[src/rtl/div_ctrl.sv]
// -----------------------------------------------------------------------------
// div_ctrl
// Sequencer that sits between the EX stage and an iterative divider core.
// It accepts DIV/DIVU/MOD/MODU ops, resolves divide-by-zero and signed
// overflow locally, launches the core for every other op, waits for it (with
// a timeout), and presents the selected quotient/remainder until EX takes it.
// A pipeline flush while the core is running moves the block to DRAIN, where
// the core is allowed to finish and its result is thrown away.
//
// Ports
//   aclk            clock, all state updates on the rising edge
//   aresetn         synchronous active-low reset
//   ex_valid        EX holds a divide/remainder op
//   ex_mod          1 = return remainder, 0 = return quotient
//   ex_unsigned     1 = unsigned op, 0 = signed op
//   ex_src1/2       dividend / divisor
//   ex_ready        downstream accepts the result this cycle
//   flush           kills the in-flight op
//   stall           EX must hold its instruction
//   res_valid/data  result available / result value
//   core_start      one-cycle launch pulse to the core
//   core_signed     signed operation flag to the core
//   core_dividend   dividend to the core (stable through BUSY)
//   core_divisor    divisor to the core (stable through BUSY)
//   core_done       core completion strobe
//   core_quotient   core quotient, valid with core_done
//   core_remainder  core remainder, valid with core_done
//   err_timeout     sticky core-timeout flag
// -----------------------------------------------------------------------------
module div_ctrl #(
   parameter int DW          = 32,
   parameter int DIV_TIMEOUT = 64
) (
   input  logic          aclk,
   input  logic          aresetn,
   input  logic          ex_valid,
   input  logic          ex_mod,
   input  logic          ex_unsigned,
   input  logic [DW-1:0] ex_src1,
   input  logic [DW-1:0] ex_src2,
   input  logic          ex_ready,
   input  logic          flush,
   output logic          stall,
   output logic          res_valid,
   output logic [DW-1:0] res_data,
   output logic          core_start,
   output logic          core_signed,
   output logic [DW-1:0] core_dividend,
   output logic [DW-1:0] core_divisor,
   input  logic          core_done,
   input  logic [DW-1:0] core_quotient,
   input  logic [DW-1:0] core_remainder,
   output logic          err_timeout
);

   typedef enum logic [1:0] {
      ST_IDLE  = 2'd0,
      ST_BUSY  = 2'd1,
      ST_DONE  = 2'd2,
      ST_DRAIN = 2'd3
   } state_t;

   localparam logic [DW-1:0] ALL_ONES = {DW{1'b1}};
   localparam logic [DW-1:0] ZERO     = {DW{1'b0}};
   localparam logic [DW-1:0] MIN_NEG  = {1'b1, {(DW-1){1'b0}}};
   // The busy counter holds the number of completed cycles in BUSY/DRAIN,
   // so the last permitted cycle is the one where it equals DIV_TIMEOUT-1.
   localparam logic [6:0]    CNT_LAST = 7'(DIV_TIMEOUT - 1);

   // Signed most-negative / -1 overflows; it is answered without the core.
   function automatic logic f_signed_ovf(input logic [DW-1:0] a,
                                         input logic [DW-1:0] b,
                                         input logic          is_signed);
      return is_signed & (a == MIN_NEG) & (b == ALL_ONES);
   endfunction

   function automatic logic f_div_zero(input logic [DW-1:0] b);
      return (b == ZERO);
   endfunction

   state_t        r_state;
   state_t        w_state_nxt;
   logic [DW-1:0] r_src1;
   logic [DW-1:0] r_src2;
   logic          r_mod;
   logic          r_signed;
   logic [DW-1:0] r_quot;
   logic [DW-1:0] r_rem;
   logic [6:0]    r_cnt;
   logic          r_start;
   logic          r_err;

   logic          w_accept;
   logic          w_zero_div;
   logic          w_ovf;
   logic          w_special;
   logic          w_core_ok;
   logic          w_cnt_last;
   logic          w_capture;
   logic          w_zero_res;
   logic          w_set_err;
   logic          w_stall;
   logic          w_res_valid;
   logic [DW-1:0] w_res_data;

   assign w_accept   = (r_state == ST_IDLE) & ex_valid & ~flush;
   assign w_zero_div = f_div_zero(ex_src2);
   assign w_ovf      = f_signed_ovf(ex_src1, ex_src2, ~ex_unsigned);
   assign w_special  = w_zero_div | w_ovf;
   // A done strobe coinciding with the launch pulse belongs to no op of ours.
   assign w_core_ok  = core_done & ~r_start;
   assign w_cnt_last = (r_cnt == CNT_LAST);

   // Next-state decode plus datapath control and EX handshake outputs.
   always_comb begin
      w_state_nxt = r_state;
      w_capture   = 1'b0;
      w_zero_res  = 1'b0;
      w_set_err   = 1'b0;
      w_stall     = 1'b0;
      w_res_valid = 1'b0;
      w_res_data  = ZERO;
      case (r_state)
         ST_IDLE: begin
            w_stall = ex_valid & ~flush;
            if (w_accept) begin
               if (w_special) begin
                  w_state_nxt = ST_DONE;
               end else begin
                  w_state_nxt = ST_BUSY;
               end
            end else begin
               w_state_nxt = ST_IDLE;
            end
         end
         ST_BUSY: begin
            w_stall = 1'b1;
            if (flush) begin
               // If the core finishes in the flush cycle there is nothing
               // left to drain, so return straight to IDLE.
               if (w_core_ok) begin
                  w_state_nxt = ST_IDLE;
               end else begin
                  w_state_nxt = ST_DRAIN;
               end
            end else if (w_core_ok) begin
               w_state_nxt = ST_DONE;
               w_capture   = 1'b1;
            end else if (w_cnt_last) begin
               w_state_nxt = ST_DONE;
               w_zero_res  = 1'b1;
               w_set_err   = 1'b1;
            end else begin
               w_state_nxt = ST_BUSY;
            end
         end
         ST_DONE: begin
            w_res_valid = ~flush;
            w_res_data  = r_mod ? r_rem : r_quot;
            if (ex_ready | flush) begin
               w_state_nxt = ST_IDLE;
            end else begin
               w_state_nxt = ST_DONE;
            end
         end
         ST_DRAIN: begin
            w_stall = ex_valid;
            if (core_done) begin
               w_state_nxt = ST_IDLE;
            end else if (w_cnt_last) begin
               w_state_nxt = ST_IDLE;
               w_set_err   = 1'b1;
            end else begin
               w_state_nxt = ST_DRAIN;
            end
         end
         default: begin
            w_state_nxt = ST_IDLE;
         end
      endcase
   end

   // State register.
   always_ff @(posedge aclk) begin
      if (!aresetn) begin
         r_state <= ST_IDLE;
      end else begin
         r_state <= w_state_nxt;
      end
   end

   // Operand capture at acceptance; held unchanged through BUSY.
   always_ff @(posedge aclk) begin
      if (!aresetn) begin
         r_src1   <= ZERO;
         r_src2   <= ZERO;
         r_mod    <= 1'b0;
         r_signed <= 1'b0;
      end else if (w_accept) begin
         r_src1   <= ex_src1;
         r_src2   <= ex_src2;
         r_mod    <= ex_mod;
         r_signed <= ~ex_unsigned;
      end else begin
         r_src1   <= r_src1;
         r_src2   <= r_src2;
         r_mod    <= r_mod;
         r_signed <= r_signed;
      end
   end

   // Result capture: locally resolved cases, core results, or timeout zero.
   always_ff @(posedge aclk) begin
      if (!aresetn) begin
         r_quot <= ZERO;
         r_rem  <= ZERO;
      end else if (w_accept & w_zero_div) begin
         r_quot <= ALL_ONES;
         r_rem  <= ex_src1;
      end else if (w_accept & w_ovf) begin
         r_quot <= MIN_NEG;
         r_rem  <= ZERO;
      end else if (w_capture) begin
         r_quot <= core_quotient;
         r_rem  <= core_remainder;
      end else if (w_zero_res) begin
         r_quot <= ZERO;
         r_rem  <= ZERO;
      end else begin
         r_quot <= r_quot;
         r_rem  <= r_rem;
      end
   end

   // Launch pulse: high only in the first BUSY cycle.
   always_ff @(posedge aclk) begin
      if (!aresetn) begin
         r_start <= 1'b0;
      end else begin
         r_start <= (r_state == ST_IDLE) & (w_state_nxt == ST_BUSY);
      end
   end

   // Busy counter: restarts on any state change, counts while BUSY/DRAIN.
   always_ff @(posedge aclk) begin
      if (!aresetn) begin
         r_cnt <= 7'd0;
      end else if (w_state_nxt != r_state) begin
         r_cnt <= 7'd0;
      end else if ((r_state == ST_BUSY) || (r_state == ST_DRAIN)) begin
         r_cnt <= r_cnt + 7'd1;
      end else begin
         r_cnt <= r_cnt;
      end
   end

   // Sticky timeout flag, cleared only by reset.
   always_ff @(posedge aclk) begin
      if (!aresetn) begin
         r_err <= 1'b0;
      end else if (w_set_err) begin
         r_err <= 1'b1;
      end else begin
         r_err <= r_err;
      end
   end

   // Output drive; everything reads zero while reset is asserted, even
   // before the first clock edge has cleared the registers.
   always_comb begin
      stall         = 1'b0;
      res_valid     = 1'b0;
      res_data      = ZERO;
      core_start    = 1'b0;
      core_signed   = 1'b0;
      core_dividend = ZERO;
      core_divisor  = ZERO;
      err_timeout   = 1'b0;
      if (aresetn) begin
         stall         = w_stall;
         res_valid     = w_res_valid;
         res_data      = w_res_data;
         core_start    = r_start;
         core_signed   = r_signed;
         core_dividend = r_src1;
         core_divisor  = r_src2;
         err_timeout   = r_err;
      end else begin
         stall         = 1'b0;
         res_valid     = 1'b0;
         res_data      = ZERO;
         core_start    = 1'b0;
         core_signed   = 1'b0;
         core_dividend = ZERO;
         core_divisor  = ZERO;
         err_timeout   = 1'b0;
      end
   end

endmodule

[config.mk]
export PLATFORM = sky130hd
export DESIGN_NAME = div_ctrl
export DESIGN_NICKNAME = d
export VERILOG_FILES = /design/src/rtl/div_ctrl.sv
export SDC_FILE = /design/constraint.sdc
export NUM_CORES = 1
export LEC_CHECK = 0
export ABC_AREA = 1
export ABC_CLOCK_PERIOD_IN_PS = 3100
export BUFFER_PORTS_ARGS = -buffer_cell sky130_fd_sc_hd__buf_2
export CAP_MARGIN = 25
export CORE_ASPECT_RATIO = 0.7
export CORE_MARGIN = 1
export CORE_UTILIZATION = 25
export CTS_CLUSTER_SIZE = 12
export DETAILED_ROUTE_END_ITERATION = 10
export GPL_ROUTABILITY_DRIVEN = 0
export PLACE_DENSITY = 0.44
export SKIP_CTS_REPAIR_TIMING = 1
export SLEW_MARGIN = 20
export SYNTH_ARGS = -nofsm -noshare
export SYNTH_HDL_FRONTEND = slang
export SYNTH_SLANG_ARGS = --single-unit
[constraint.sdc]
create_clock -name aclk -period 3.1 [get_ports aclk]
set_input_delay 0.62 -clock aclk [delete_from_list [all_inputs] [get_ports aclk]]
set_output_delay 0.62 -clock aclk [all_outputs]
set_load 0.03 [all_outputs]
==> flow_metrics.env <==
export IMPL_cts_tree="yes"
export IMPL_final_cell_count_no_fill=1560
export IMPL_placementRows=49
export IMPL_port_buffers=236
export IMPL_antenna_found_initial=2
export IMPL_final_setup_worst_slack_ps=585
export IMPL_status="finished clean"
export IMPL_yosysWarningCount=0
export IMPL_ys_seq_area_frac=0.426
export IMPL_syn_cell_area_um2=6630
export IMPL_synth_largest_area_cell="sky130_fd_sc_hd__dfxtp_1"
export IMPL_power_leakage_nw=4.05
export IMPL_initial_core_util=0.256
export IMPL_cts_sink_count=141
export IMPL_met1_usage=0.251
export IMPL_die_h_um=138
export IMPL_rsz0062_at_grt="no"
export IMPL_fp_coreArea_um2=25900
export IMPL_via_count_of_the_first_global_routing_pass=6449
export IMPL_remaining_drc_errors=0
export IMPL_first_iter_violations=341
export IMPL_area_growth_pct=29.8
export IMPL_postRouteAntennaNets=0
export IMPL_finalHoldViolCount=0
export IMPL_design_die_area_um2=27200
export IMPL_slew_headroom=0.378
export IMPL_gr_max_usage_layer="met1"
export IMPL_ioPinCount=237
export IMPL_hold_class="input pin to flip-flop"
export IMPL_pre_cts_ws_ps=474
export IMPL_timing_hold_worst_path_depth=2
export IMPL_grt_overflow_total=0
export IMPL_cts_max_path_buffers=2
export IMPL_yosysTopAreaCellShare=0.426
export IMPL_timing_worst_slew_pin_value_ps=932
export IMPL_routed_via_density=4.46
export IMPL_end_kind="output pin"
export IMPL_htree_levels=4
export IMPL_globalRouteTotalUtil=0.174
export IMPL_power_density_nw_per_um2=507
export IMPL_worstRegToRegCells=8
export IMPL_cts_reportedPaths_clkPinSlew_ps=60
export IMPL_synth_ff_latch_count=141
export IMPL_timing_setup_tns_ps=0
export IMPL_most_frequent_standard_cell_in_the_layout_excluding_fill_and_tap_cells="sky130_fd_sc_hd__nand2_1"
export IMPL_route_vias_total=6956
export IMPL_timing_final_setup_violations=0
export IMPL_met2_usage=0.250
export IMPL_half_perimeter_wire_length_after_placement_um=16700
export IMPL_syn_nets=1124
export IMPL_numPlacedInstances=1526
export IMPL_layout_cells_most_common_list="sky130_fd_sc_hd__nand2_1 (250), sky130_fd_sc_hd__buf_2 (235), sky130_fd_sc_hd__dfxtp_1 (141)"
export IMPL_worst_endpoint_required_ps=2480
export IMPL_fraction_of_final_layout_cells_with_drive_strength_greater_than_1=0.239
export IMPL_route_detailed_wl_per_inst_um=15.3
export IMPL_clock_period_minus_final_worst_setup_slack_ps=2520
export IMPL_cts_buffers_inserted=17
export IMPL_clk_latency_ps=430
export IMPL_vdd_ir_drop_worst_v=0.000390
export IMPL_drtPass1Iterations=5
export IMPL_worst_path_max_fanout=21
export IMPL_syn_mean_instance_area_um2=6.72
export IMPL_worstSetupPathType="flip-flop to output pin"
export IMPL_die_w_um=197
export IMPL_post_synth_main_area_contributors="sky130_fd_sc_hd__dfxtp_1 (43%), sky130_fd_sc_hd__nand2_1 (14%), sky130_fd_sc_hd__a21oi_1 (10%), sky130_fd_sc_hd__nor2_1 (7.3%), sky130_fd_sc_hd__o21ai_0 (5.4%)"
export IMPL_post_synth_num_cell_types=27
export IMPL_grt_max_degree=138
export IMPL_final_max_slew_violation_count=0
export IMPL_maxClockFrequency_mhz=398
export IMPL_cts_root_buf="sky130_fd_sc_hd__clkbuf_16"
export IMPL_totalWireLength_um=23800
export IMPL_layout_core_utilization=0.333
export IMPL_cp_data_arrival_time_ps=1900
export IMPL_global_route_wire_length_before_repair_um=36300
export IMPL_nets=1325
export IMPL_grt_util_met3=0.0488
export IMPL_setup_worst_path_start_class="flip-flop"
export IMPL_synthCells=987
export IMPL_timing_final_crit_share=0.811
export IMPL_drv_max_cap_violation_count=0
export IMPL_clock_skew_ps=10.3
-- critical path, cell delays in order (launching register included) --
cell                      delay, ps
sky130_fd_sc_hd__dfxtp_1        400
sky130_fd_sc_hd__nor2_1         250
sky130_fd_sc_hd__nand2_1        100
sky130_fd_sc_hd__buf_4          230
sky130_fd_sc_hd__a21oi_1        220
sky130_fd_sc_hd__buf_2          250
-- final timing paths --
kind	startpoint	endpoint	slack (ps)
hold reg to reg	r_quot[10]	r_quot[10]	460
hold / removal	ex_unsigned	r_signed	380
setup / recovery	r_state[0]	res_data[4]	580
setup reg to reg	r_state[0]	r_rem[11]	790
-- power by group --
group,total (mW),switching (mW),internal [mW]
Sequential,1.91,0.0310,1.88
Combinational,0.521,0.352,0.169
Clock,1.93,0.799,1.13
Total,4.37,1.18,3.19
-- logic make-up (layout without fill, tap and decap cells) --
family / count (synthesis) / in the layout / share of synthesized area
other: 0 / 3 / 0
adder cells (fa/ha/maj): 1 / 1 / 0.00189
flip-flops: 141 / 141 / 0.426
XOR/XNOR: 6 / 6 / 0.00792
multiplexers: 1 / 1 / 0.00151
AND/OR/NAND/NOR: 444 / 444 / 0.273
buffers and inverters: 159 / 372 / 0.101
AO/OA/AOI/OAI: 235 / 235 / 0.189
-- routing by layer --
layer	up-vias	part of all wire	wire length, µm
li1	3574	-	-
met1	3192	0.51	12200
met2	169	0.42	10100
met3	21	0.056	1330
met4	0	0.011	255
met5	-	0	0
-- synthesized netlist by cell type (all sizes together) --
library cell,n
nand2,253
dfxtp,141
a21oi,132
nor2,130
inv,94
o21ai,71
nand3,42
clkbuf,40
a22oi,30
buf,25
nor3,10
nand4,9
xnor2,4
xor2,2
a31oi,1
ha,1
mux2i,1
o211ai,1
-- cell type report --
class | instances | area, µm²
timing repair buffer | 247 | 1300
multi-input combinational | 687 | 3140
sequential | 141 | 2820
tap | 357 | 447
inverter | 94 | 354
clock buffer | 24 | 472
fill | 2915 | 17300
antenna | 3 | 7.51
clock inverter | 7 | 65.1
-- flip-flops by register name, indices dropped and copies added (netlist names) --
name,cells
r_rem,32
r_signed,1
r_start,1
r_src1,32
r_state,2
r_err,1
r_quot,32
r_cnt,7
r_mod,1
r_src2,32
-- stage by stage --
step                hold slack, ps  instance area [µm²]  total power [mW]
finish                         384                 8610              4.37
global route                   370                 8600              4.60
CTS                            366                 8600              4.44
detailed placement             453                 8070              2.48
global placement               450                 8070              2.48
floorplan                      439                 6630              2.25
Note: power is estimated with default switching activity, not from simulation.
